--- src/rtl/cpu_types_pkg.sv ---
// Shared CPU types: data word, ALU opcodes and the arbiter state encoding.
package cpu_types_pkg;

  localparam int WORD_W  = 32;
  localparam int NUM_REQ = 2;

  typedef logic [WORD_W-1:0] word_t;

  typedef enum logic [3:0] {
    ALU_SLL  = 4'b0000,
    ALU_SRL  = 4'b0001,
    ALU_ADD  = 4'b0010,
    ALU_SUB  = 4'b0011,
    ALU_AND  = 4'b0100,
    ALU_OR   = 4'b0101,
    ALU_XOR  = 4'b0110,
    ALU_NOR  = 4'b0111,
    ALU_SLT  = 4'b1010,
    ALU_SLTU = 4'b1011
  } aluop_t;

  typedef enum logic [1:0] {
    IDLE = 2'b00,
    EXEC = 2'b01,
    RESP = 2'b10
  } arb_state_t;

  // A lone requester always wins; on contention the priority pointer decides.
  function automatic logic pick_owner(input logic [NUM_REQ-1:0] r, input logic prio);
    case (r)
      2'b01:   return 1'b0;
      2'b10:   return 1'b1;
      default: return prio;
    endcase
  endfunction

endpackage

--- src/rtl/alu_if.sv ---
// Connection bundle between the shared ALU and its controller.
interface alu_if;
  import cpu_types_pkg::*;

  aluop_t aluop;
  word_t  port_a;
  word_t  port_b;
  word_t  output_port;
  logic   negative;
  logic   overflow;
  logic   zero;

  modport alu (
    input  aluop, port_a, port_b,
    output output_port, negative, overflow, zero
  );
endinterface

--- src/rtl/alu.sv ---
// Combinational 32-bit ALU; overflow is meaningful only for ADD and SUB.
module alu
  import cpu_types_pkg::*;
(
  alu_if.alu aluif
);

  word_t res;
  logic  ovf;

  always_comb begin
    res = '0;
    ovf = 1'b0;
    case (aluif.aluop)
      ALU_SLL:  res = aluif.port_a << aluif.port_b[4:0];
      ALU_SRL:  res = aluif.port_a >> aluif.port_b[4:0];
      ALU_ADD: begin
        res = aluif.port_a + aluif.port_b;
        ovf = (aluif.port_a[31] == aluif.port_b[31]) && (res[31] != aluif.port_a[31]);
      end
      ALU_SUB: begin
        res = aluif.port_a - aluif.port_b;
        ovf = (aluif.port_a[31] != aluif.port_b[31]) && (res[31] != aluif.port_a[31]);
      end
      ALU_AND:  res = aluif.port_a & aluif.port_b;
      ALU_OR:   res = aluif.port_a | aluif.port_b;
      ALU_XOR:  res = aluif.port_a ^ aluif.port_b;
      ALU_NOR:  res = ~(aluif.port_a | aluif.port_b);
      ALU_SLT:  res = {31'b0, $signed(aluif.port_a) < $signed(aluif.port_b)};
      ALU_SLTU: res = {31'b0, aluif.port_a < aluif.port_b};
      default:  res = '0;
    endcase
  end

  assign aluif.output_port = res;
  assign aluif.negative    = res[31];
  assign aluif.overflow    = ovf;
  assign aluif.zero        = (res == '0);

endmodule

--- src/rtl/alu_arbiter.sv ---
// Two-requester round-robin front end to one shared ALU: IDLE -> EXEC -> RESP.
module alu_arbiter
  import cpu_types_pkg::*;
#(
  parameter bit RR_INIT = 1'b0
) (
  input  logic        CLK,
  input  logic        nRST,
  input  logic [1:0]  req,
  input  logic [3:0]  ALUOP0,
  input  logic [3:0]  ALUOP1,
  input  logic [31:0] port_A0,
  input  logic [31:0] port_B0,
  input  logic [31:0] port_A1,
  input  logic [31:0] port_B1,
  output logic [1:0]  gnt,
  output logic [1:0]  done,
  output logic [31:0] result,
  output logic        negative,
  output logic        overflow,
  output logic        zero,
  output logic        busy
);

  arb_state_t state_reg, state_next;
  logic       owner_reg;
  logic       prio_reg;
  logic       sel_owner;
  aluop_t     op_reg;
  word_t      a_reg, b_reg;
  word_t      result_reg;
  logic       neg_reg, ovf_reg, zero_reg;
  logic [NUM_REQ-1:0] done_reg;
  logic [NUM_REQ-1:0] owner_onehot;

  aluop_t op_in [NUM_REQ];
  word_t  a_in  [NUM_REQ];
  word_t  b_in  [NUM_REQ];

  assign op_in[0] = aluop_t'(ALUOP0);
  assign op_in[1] = aluop_t'(ALUOP1);
  assign a_in[0]  = port_A0;
  assign a_in[1]  = port_A1;
  assign b_in[0]  = port_B0;
  assign b_in[1]  = port_B1;

  assign sel_owner = pick_owner(req, prio_reg);

  genvar gi;
  generate
    for (gi = 0; gi < NUM_REQ; gi++) begin : g_onehot
      assign owner_onehot[gi] = (owner_reg == 1'(gi));
    end
  endgenerate

  alu_if aluif ();

  // The ALU only ever sees the latched operands, so input changes mid-op are harmless.
  assign aluif.aluop  = op_reg;
  assign aluif.port_a = a_reg;
  assign aluif.port_b = b_reg;

  alu u_alu (.aluif(aluif));

  always_ff @(posedge CLK or negedge nRST) begin
    if (!nRST) begin
      state_reg <= IDLE;
    end else begin
      state_reg <= state_next;
    end
  end

  always_comb begin
    state_next = state_reg;
    case (state_reg)
      IDLE:    if (|req) state_next = EXEC;
      EXEC:    state_next = RESP;
      RESP:    state_next = IDLE;
      default: state_next = IDLE;
    endcase
  end

  always_comb begin
    busy = (state_reg != IDLE);
    gnt  = busy ? owner_onehot : '0;
  end

  always_ff @(posedge CLK or negedge nRST) begin
    if (!nRST) begin
      owner_reg  <= 1'b0;
      prio_reg   <= RR_INIT;
      op_reg     <= ALU_SLL;
      a_reg      <= '0;
      b_reg      <= '0;
      result_reg <= '0;
      neg_reg    <= 1'b0;
      ovf_reg    <= 1'b0;
      zero_reg   <= 1'b0;
      done_reg   <= '0;
    end else begin
      if (state_reg == IDLE && (|req)) begin
        owner_reg <= sel_owner;
        op_reg    <= op_in[sel_owner];
        a_reg     <= a_in[sel_owner];
        b_reg     <= b_in[sel_owner];
      end
      if (state_reg == EXEC) begin
        result_reg <= aluif.output_port;
        neg_reg    <= aluif.negative;
        ovf_reg    <= aluif.overflow;
        zero_reg   <= aluif.zero;
      end
      // Completion is the only event that moves the priority pointer.
      if (state_reg == RESP) begin
        prio_reg <= ~owner_reg;
      end
      done_reg <= (state_reg == RESP) ? owner_onehot : '0;
    end
  end

  assign done     = done_reg;
  assign result   = result_reg;
  assign negative = neg_reg;
  assign overflow = ovf_reg;
  assign zero     = zero_reg;

endmodule

--- config.mk ---
export PLATFORM = sky130hd
export DESIGN_NAME = alu_arbiter
export DESIGN_NICKNAME = d
export VERILOG_FILES = /design/src/rtl/cpu_types_pkg.sv /design/src/rtl/alu_if.sv /design/src/rtl/alu.sv /design/src/rtl/alu_arbiter.sv
export SDC_FILE = /design/constraint.sdc
export NUM_CORES = 1
export LEC_CHECK = 0
export CAP_MARGIN = 20
export CORE_MARGIN = 10
export CORE_UTILIZATION = 50
export CTS_CLUSTER_SIZE = 10
export DETAILED_ROUTE_END_ITERATION = 12
export DONT_BUFFER_PORTS = 1
export SYNTH_ARGS = -nofsm -noshare
export SYNTH_HDL_FRONTEND = slang
export SYNTH_SLANG_ARGS = --single-unit
--- constraint.sdc ---
create_clock -name CLK -period 6.06 [get_ports CLK]
set_input_delay 1.515 -clock CLK [delete_from_list [all_inputs] [get_ports CLK]]
set_output_delay 1.515 -clock CLK [all_outputs]
set_load 0.05 [all_outputs]
## Yosys cells after proc, flatten, opt, wreduce, memory -nomap -nowiden

Cells that the tools add are included.

| cells by class | value |
|---|---|
| add/subtract/negate cells | 2 |
| $lt $le $gt $ge | 3 |
| eq/ne operators | 18 |
| shift-type cells | 2 |
| multiplexer cells | 16 |
| bitwise logic cells | 6 |
| reductions and logical operators | 8 |

Operators by type and width:

| operator | count |
|---|---|
| 32-bit one-hot mux with 10 select lines | 1 |
| 32-bit 2-to-1 mux | 6 |
| 32-bit < comparator | 2 |
| 32-bit adder | 1 |
| 32-bit bitwise AND | 1 |
| 32-bit logical NOT | 1 |
| 32-bit NOT | 1 |
| 32-bit bitwise OR | 1 |
| 32-bit by 5-bit left shift with 32-bit output | 1 |
| 32-bit by 5-bit right shift with 32-bit output | 1 |
| 32-bit subtractor | 1 |
| 32-bit XOR | 1 |
| 4-bit by 3-bit == test with 1-bit output, second input constant | 4 |
| 4-bit 2-to-1 mux | 3 |
| 4-bit by 2-bit == test with 1-bit output, second input constant | 2 |
| 4-bit == test, second input constant | 2 |
| 2-bit 2-to-1 mux | 3 |
| 2-bit by 1-bit == test with 1-bit output, second input constant | 2 |
| 2-bit == test, second input constant | 2 |
| 4-bit by 1-bit == test with 1-bit output, second input constant | 1 |
| 4-bit logical NOT | 1 |
| 1-bit one-hot mux with 2 select lines | 2 |
| 2-bit one-hot mux with 2 select lines | 1 |
| 1-bit logical AND | 3 |
| other kinds (9) | 11 |

| storage, ports and cells | value |
|---|---|
| register bits | 109 |
| bits of input ports | 140 |
| output and inout bits | 40 |
| word-level logic and storage cells | 66 |

## Logic depth before layout (Yosys ltp)

Gate-level depths: netlist (run 1).

| depth | value |
|---|---|
| word-level depth | 6 |
| depth in mapped cells | 17 |
| depth with buffers taken out | 15 |

## By module

A second synthesis (run 1) with hierarchy kept.

| unflattened totals | value |
|---|---|
| cell total of the unflattened synthesis | 1761 |
| area, all modules | 14343.8 um^2 |

By module, submodules not included:

| module | times used | cells an instance | area an instance (um^2) | sequential area each (um^2) |
|---|---|---|---|---|
| alu | 1 | 1367 | 9665.5 | 0.0 |
| alu_arbiter | 1 | 394 | 4678.2 | 2727.6 |

## Worst setup path before layout (run 1)

OpenSTA, ideal clock, no wires.

| path | value |
|---|---|
| path kind | register to register |
| start point | reg b_reg[1] (netlist: aluif.port_b[1]) |
| end point | reg zero_reg (netlist: zero) |
| setup time | 120 ps |
| arrival time | 3689 ps |
| required time | 5940 ps |
| path slack | 2251 ps |
| stages on the path, launching flop included | 18 |
| buffers on the path | 4 |
| period minus slack after synthesis | 3809 ps |
| cell sequence | dfrtp_1 buf_2 inv_2 buf_4 buf_4 buf_2 fa_1 nor2b_1 o211ai_1 a21oi_2 a211oi_2 o31ai_2 a2111oi_2 or2_1 a221o_1 a21oi_2 and4_1 a41o_1 |

| on the way | value |
|---|---|
| word-level cells in the longest chain between the ends | 4 |
| elaborated cells between the ends (all ways) | 12 |
| classes of those cells | add/sub (2); order compare (2); shift (2); mux (1); bitwise (4); reduce/logical (1) |

RTL lines:

| item | line | RTL |
|---|---|---|
| start: declaration | alu_arbiter.sv:30 | `word_t a_reg, b_reg;` |
| start signal: assignment | alu_arbiter.sv:105 | `b_reg <= b_in[sel_owner];` |
| parallel branches: the longest is 2 deep, another holds 32-bit subtractor | - |  |
| 32-bit one-hot mux with 10 select lines * | alu.sv:14 | `case (aluif.aluop)` |
| 32-bit logical NOT * | alu.sv:38 | `assign aluif.zero = (res == '0);` |
| end signal: assignment | alu_arbiter.sv:111 | `zero_reg <= aluif.zero;` |
| end: declaration | alu_arbiter.sv:32 | `logic neg_reg, ovf_reg, zero_reg;` |

Mark *: on every way between the ends.
A chain may end at the register's enable or synchronous reset.

## Worst setup path after layout (run 1)

| path | value |
|---|---|
| start point | reg b_reg[0] (netlist: aluif.port_b[0]) |
| end point | reg zero_reg (netlist: zero) |

Same word-level chain as after synthesis.

==> results of run 1 <==
[per-stage QoR]
step	hold WS [ns]	utilization, %	setup slack, ns	cells
after floorplan	0.449	-	2.25	1852
after global placement	0.495	51.5	1.47	2122
after detailed placement	0.500	51.5	1.35	2122
after CTS	0.512	52.5	1.34	2138
after global routing	0.540	52.5	0.897	2138
final	0.509	52.5	1.17	2138
[logic make-up after synthesis]
kind of cell             after synthesis
AO/OA/AOI/OAI                        582
AND/OR/NAND/NOR                      548
buffers and inverters                240
multiplexers                         218
adder cells (fa/ha/maj)              110
flip-flops                           108
XOR/XNOR                              46
[layout make-up]
class	instances	area [µm²]	area share (%)
clock buffers	10	229	1.56
clock inverters	6	51.3	0.349
inverters	101	379	2.58
multi-input cells	1504	10600	72.2
flip-flops and latches	108	2710	18.5
well taps	378	473	3.22
repair buffers	31	245	1.67
[placed cells by master (no fill, tap or decap), types with 12 or more instances in the layout]
master	count
a211oi_1	31
a21o_1	25
a21oi_1	191
a22oi_1	18
a31oi_1	13
and2_1	12
buf_4	30
dfrtp_1	103
ha_1	108
inv_1	98
mux2_2	31
mux2i_1	158
mux4_2	21
nand2_1	167
nand2b_1	14
nand3_1	28
nand4_1	22
nor2_1	190
nor2b_1	24
nor3_1	26
nor4_1	15
o211ai_1	24
o21a_1	19
o21ai_0	106
o22ai_1	29
o31ai_1	15
xnor2_1	42
[critical path, cell delays in order (launching register included)]
cell and delay [ns]:
dfrtp_4 0.84, buf_4 0.62, mux2i_1 0.43, mux4_2 0.34, nor3_1 0.06, a2111oi_0 0.53
o2111ai_1 0.27, nor4_1 0.37, nand4_1 0.16, nor4_1 0.49, and4_1 0.32, and3_1 0.18
a41o_1 0.17
[final timing paths]
path | startpoint | cells after the start | end | slack, ns
hold reg to reg | owner_reg | 1 | done[0] | 0.51
setup / recovery | aluif.port_b[0] | 12 | zero | 1.17
setup reg to reg | aluif.port_b[0] | 12 | zero | 1.17
hold / removal | owner_reg | 1 | done[0] | 0.51
min in group asynchronous | nRST | 0 | aluif.port_b[11] | 0.82
max in group asynchronous | nRST | 0 | aluif.aluop[0] | 5.04
[routing by layer]
| layer | global-route usage [%] | wire, µm | vias up |
|---|---|---|---|
| met5 | 0 | 0 | - |
| met4 | 10.3 | 1940 | 0 |
| met3 | 7.18 | 6810 | 137 |
| met2 | 47.5 | 25300 | 927 |
| met1 | 45.1 | 25400 | 7075 |
| li1 | - | - | 6542 |
==> impl_metrics.env, run 1 <==
export IMPL_fin_crit_ns=4.89
export IMPL_grt_ovfl_total=0
export IMPL_initial_utilization_pct=51.1
export IMPL_drtAntennaViolNets=0
export IMPL_worst_setup_path_start_kind="register"
export IMPL_synth_compound_area_share_pct=26.5
export IMPL_netlist_top_cells_count="191 x a21oi_1, 191 x nor2_1, 167 x nand2_1, 159 x mux2i_1"
export IMPL_place_gp_congestion=1.07
export IMPL_netlist_area_leader_share_pct=18.9
export IMPL_ys_types=90
export IMPL_cp_max_fo=44
export IMPL_syn_num_nets=2102
export IMPL_fp_dieH_um=189
export IMPL_maxSlewHeadroom_pct=36.3
export IMPL_grt_total_usage_pct=32.1
export IMPL_synth_top_cells_by_area="dfrtp_1 19%, mux2i_1 11%, ha_1 9.4%, a21oi_1 6.7%, nor2_1 5.0%"
export IMPL_finalHoldViolCount=0
export IMPL_viasPerCell=6.87
export IMPL_synth_top_cell_by_area="dfrtp_1"
export IMPL_grt_max_degree=112
export IMPL_cts_tree="yes"
export IMPL_syn_inst=1852
export IMPL_detailroute_via_count=14700
export IMPL_clockRootBuffer="clkbuf_16"
export IMPL_remaining_drc_errors=0
export IMPL_nets=2005
export IMPL_status="completed"
export IMPL_die_area_um2=35800
export IMPL_synth_avg_cell_area_um2=7.73
export IMPL_area_growth_pct=2.70
export IMPL_cts_resized=0
export IMPL_setup_worst_path_class="reg2reg"
export IMPL_synth_fa_ha_area_share_pct=9.72
export IMPL_n_antenna_cell=0
export IMPL_row_count=61
export IMPL_arrival_ns=5.21
export IMPL_finalSetupViolations=0
export IMPL_dieWidth_um=189
export IMPL_dpl_cell_area_um2=14400
export IMPL_drv_slew=0
export IMPL_grt_pass1_vias=13700
export IMPL_cts_htree_levels=3
export IMPL_drt_pass1_iter_count=9
export IMPL_fin_area_um2=14700
export IMPL_synth_xor_area_share_pct=2.81
export IMPL_drtIter0Drc=2071
export IMPL_numCtsBuffers=9
export IMPL_clkSlewWorstSetupHoldPaths_ns=0.08
export IMPL_dp_hpwl_um=46600
export IMPL_skew_ns=0.0130
export IMPL_ys_seq_elements=108
export IMPL_final_layout_size_suffix_gt1_share_pct=7.73
export IMPL_worst_skew_pair_late_latency_ns=0.39
export IMPL_synth_top_family_by_area="compound AO/OA/AOI/OAI gates"
export IMPL_cts_hold_buf=0
export IMPL_fin_setup_tns_ns=0
export IMPL_synth_simple_area_share_pct=17.5
export IMPL_tightest_slew_ns=0.954
export IMPL_routed_wirelength_um=59500
export IMPL_grt_antenna_before_repair=1
export IMPL_grt_pass1_wl_um=88400
export IMPL_rsz0062_at_grt="no"
export IMPL_fillers=2790
export IMPL_io_pins=180
export IMPL_finalCritPeriodShare_pct=80.6
export IMPL_hold_path_class="reg2reg"
export IMPL_ys_warn_count=0
export IMPL_ys_flop_type="dfrtp_1"
export IMPL_synthMuxAreaShare_pct=17.5
export IMPL_coreArea_um2=28000
export IMPL_cts_setup_buffers=0
export IMPL_port_buffer_count=0
export IMPL_fmax_ghz=0.205
export IMPL_cap_violations=0
export IMPL_cp_end_kind="register"
export IMPL_synth_edf_count=0
export IMPL_clkSinkCount=108
export IMPL_crit_required_ns=6.39
export IMPL_wl_per_cell_um=27.8
export IMPL_seq_area_frac_synth_pct=18.9
export IMPL_async_reset_ff_share_pct=100
export IMPL_netlist_area_um2=14300
export IMPL_clk_path_buf_depth=2
Power of run 1 is left out: the tool's default activity adds up to more than one toggle a clock period on the data nets, which glitch-free logic cannot reach.
==> run 2, diff against run 1 <==
--- a/config.mk
+++ b/config.mk
@@ -11,6 +11,7 @@
 export CTS_CLUSTER_SIZE = 10
 export DETAILED_ROUTE_END_ITERATION = 12
 export DONT_BUFFER_PORTS = 1
+export PLACE_DENSITY = 0.68
 export SYNTH_ARGS = -nofsm -noshare
 export SYNTH_HDL_FRONTEND = slang
 export SYNTH_SLANG_ARGS = --single-unit
==> constraint.sdc (replaced) <==
create_clock -name CLK -period 4.3 [get_ports CLK]
set_input_delay 1.075 -clock CLK [delete_from_list [all_inputs] [get_ports CLK]]
set_output_delay 1.075 -clock CLK [all_outputs]
set_load 0.05 [all_outputs]
==> impl_metrics.env, run 2 (same netlist as run 1, synthesis figures left out) <==
export IMPL_final_common_cell="a21oi_1"
export IMPL_dp_hpwl_um=48600
export IMPL_clockRootBuffer="clkbuf_16"
export IMPL_worst_setup_path_start_kind="register"
export IMPL_clk_path_buf_depth=2
export IMPL_drt_pass1_iter_count=6
export IMPL_detailroute_via_count=15000
export IMPL_cp_end_kind="register"
export IMPL_drtIter0Drc=2049
export IMPL_die_area_um2=35800
export IMPL_grt_ovfl_total=0
export IMPL_path_cells="inv_1, ha_1, or3_4, or3_4, a21oi_2, a211oi_2, o31ai_2, a2111oi_2, o211ai_1, o2111ai_1, a211oi_1, and3_1, a41o_1"
export IMPL_drtAntennaViolNets=0
export IMPL_hold_path_class="in2async"
export IMPL_critPathMaxStageDelay_ns=0.47
export IMPL_fp_dieH_um=189
export IMPL_dieWidth_um=189
export IMPL_finalCritPeriodShare_pct=95.2
export IMPL_crit_required_ns=4.62
export IMPL_r2r_slack_ns=0.21
export IMPL_clkSlewWorstSetupHoldPaths_ns=0.09
export IMPL_grt_total_usage_pct=33.0
export IMPL_viasPerCell=6.72
export IMPL_fin_crit_ns=4.09
export IMPL_grt_max_degree=140
export IMPL_cts_tree="yes"
export IMPL_wl_per_cell_um=27.3
export IMPL_maxSlewHeadroom_pct=39.4
export IMPL_port_buffer_count=0
export IMPL_area_growth_pct=8.11
export IMPL_row_count=61
export IMPL_routed_wirelength_um=61000
export IMPL_cts_setup_buffers=0
export IMPL_finalHoldViolCount=0
export IMPL_place_gp_congestion=1.09
export IMPL_nets=2099
export IMPL_io_pins=180
export IMPL_cts_htree_levels=3
export IMPL_grt_antenna_before_repair=0
export IMPL_cts_hold_buf=0
export IMPL_rsz0062_at_grt="no"
export IMPL_fmax_ghz=0.244
export IMPL_n_antenna_cell=0
export IMPL_numCtsBuffers=9
export IMPL_remaining_drc_errors=0
export IMPL_worst_skew_pair_late_latency_ns=0.40
export IMPL_crit_buf_inv=1
export IMPL_worst_path_most_repeated_cell="or3_4"
export IMPL_hold_ws_ns=0.361
export IMPL_status="completed"
export IMPL_cts_resized=0
export IMPL_cp_max_fo=11
export IMPL_cap_violations=0
export IMPL_coreArea_um2=28000
export IMPL_arrival_ns=4.41
export IMPL_initial_utilization_pct=51.1
export IMPL_skew_ns=0.0222
export IMPL_crit_slowest_cell="or3_4"
export IMPL_grt_pass1_wl_um=91200
export IMPL_setup_worst_path_class="reg2reg"
export IMPL_crit_family="compound AO/OA/AOI/OAI gates"
export IMPL_fin_setup_tns_ns=0
export IMPL_finalSetupViolations=0
export IMPL_tightest_slew_ns=0.908
export IMPL_clkSinkCount=108
export IMPL_grt_pass1_vias=14300
export IMPL_drv_slew=0
export IMPL_final_layout_size_suffix_gt1_share_pct=12.4
export IMPL_mostFrequentLayoutCells="191 x a21oi_1, 190 x nor2_1, 167 x nand2_1, 158 x mux2i_1, 121 x buf_4"
-- run 2: cell types whose count changed in the layout (fill, tap and decap cells not counted) --
cell / before / now
clkinvlp_4: 1 / 0
a2111oi_0: 7 / 8
clkinv_4: 0 / 1
inv_6: 5 / 2
buf_12: 1 / 4
a2111oi_1: 1 / 0
bufinv_16: 0 / 1
clkbuf_8: 0 / 2
buf_4: 30 / 121
-- run 2: metal layers --
metal	vias up	wire [µm]	GRT usage [%]
li1	6737	-	-
met1	7191	26000	45.6
met2	932	26400	49.6
met3	128	6420	6.76
met4	0	2190	12.2
met5	-	0	0
-- run 2: layout make-up --
cell class                      instances  area [µm²]
Sequential cell                       108        2710
Timing Repair Buffer                  125         988
Tap cell                              378         473
Inverter                              101         379
Clock inverter                          4        56.3
Fill cell                            2664       12500
Multi-Input combinational cell       1504       10600
Clock buffer                           12         256
-- run 2: metrics by stage --
stage          area (µm²)  std cells  utilization [%]  setup WS [ns]
2_1_floorplan       14300       1852                -          0.491
3_3_place_gp        15200       2216             54.1          0.338
3_5_place_dp        15200       2216             54.1          0.300
4_1_cts             15500       2232             55.3          0.248
5_1_grt             15500       2232             55.3         0.0422
6_report            15500       2232             55.3          0.206
-- run 2: worst paths after layout --
check                              endpoint       startpoint  cells after the start
min                        aluif.port_b[14]             nRST                      0
min in group CLK                   prio_reg         prio_reg                      1
max reg2reg                            zero  aluif.port_b[9]                     13
min reg2reg                        prio_reg         prio_reg                      1
max in group asynchronous    aluif.aluop[0]             nRST                      0
max                                    zero  aluif.port_b[9]                     13
-- run 2: worst register-to-register path: stages, from the launching register on --
cell and delay (ns):
dfrtp_1 0.38, inv_1 0.08, ha_1 0.44, or3_4 0.47, or3_4 0.36, a21oi_2 0.17, a211oi_2 0.09, o31ai_2 0.46
a2111oi_2 0.17, o211ai_1 0.39, o2111ai_1 0.38, a211oi_1 0.29, and3_1 0.18, a41o_1 0.16
Power of run 2 is left out for the same reason.
==> run 3, diff against run 2 <==
--- a/config.mk
+++ b/config.mk
@@ -11,7 +11,9 @@
 export CTS_CLUSTER_SIZE = 10
 export DETAILED_ROUTE_END_ITERATION = 12
 export DONT_BUFFER_PORTS = 1
+export HOLD_SLACK_MARGIN = 0.06
 export PLACE_DENSITY = 0.68
+export SLEW_MARGIN = 20
 export SYNTH_ARGS = -nofsm -noshare
 export SYNTH_HDL_FRONTEND = slang
 export SYNTH_SLANG_ARGS = --single-unit
==> results of run 3 <==
Final layout, timing and power as in run 2 (identical DEF).
Power of run 3 is left out for the same reason.
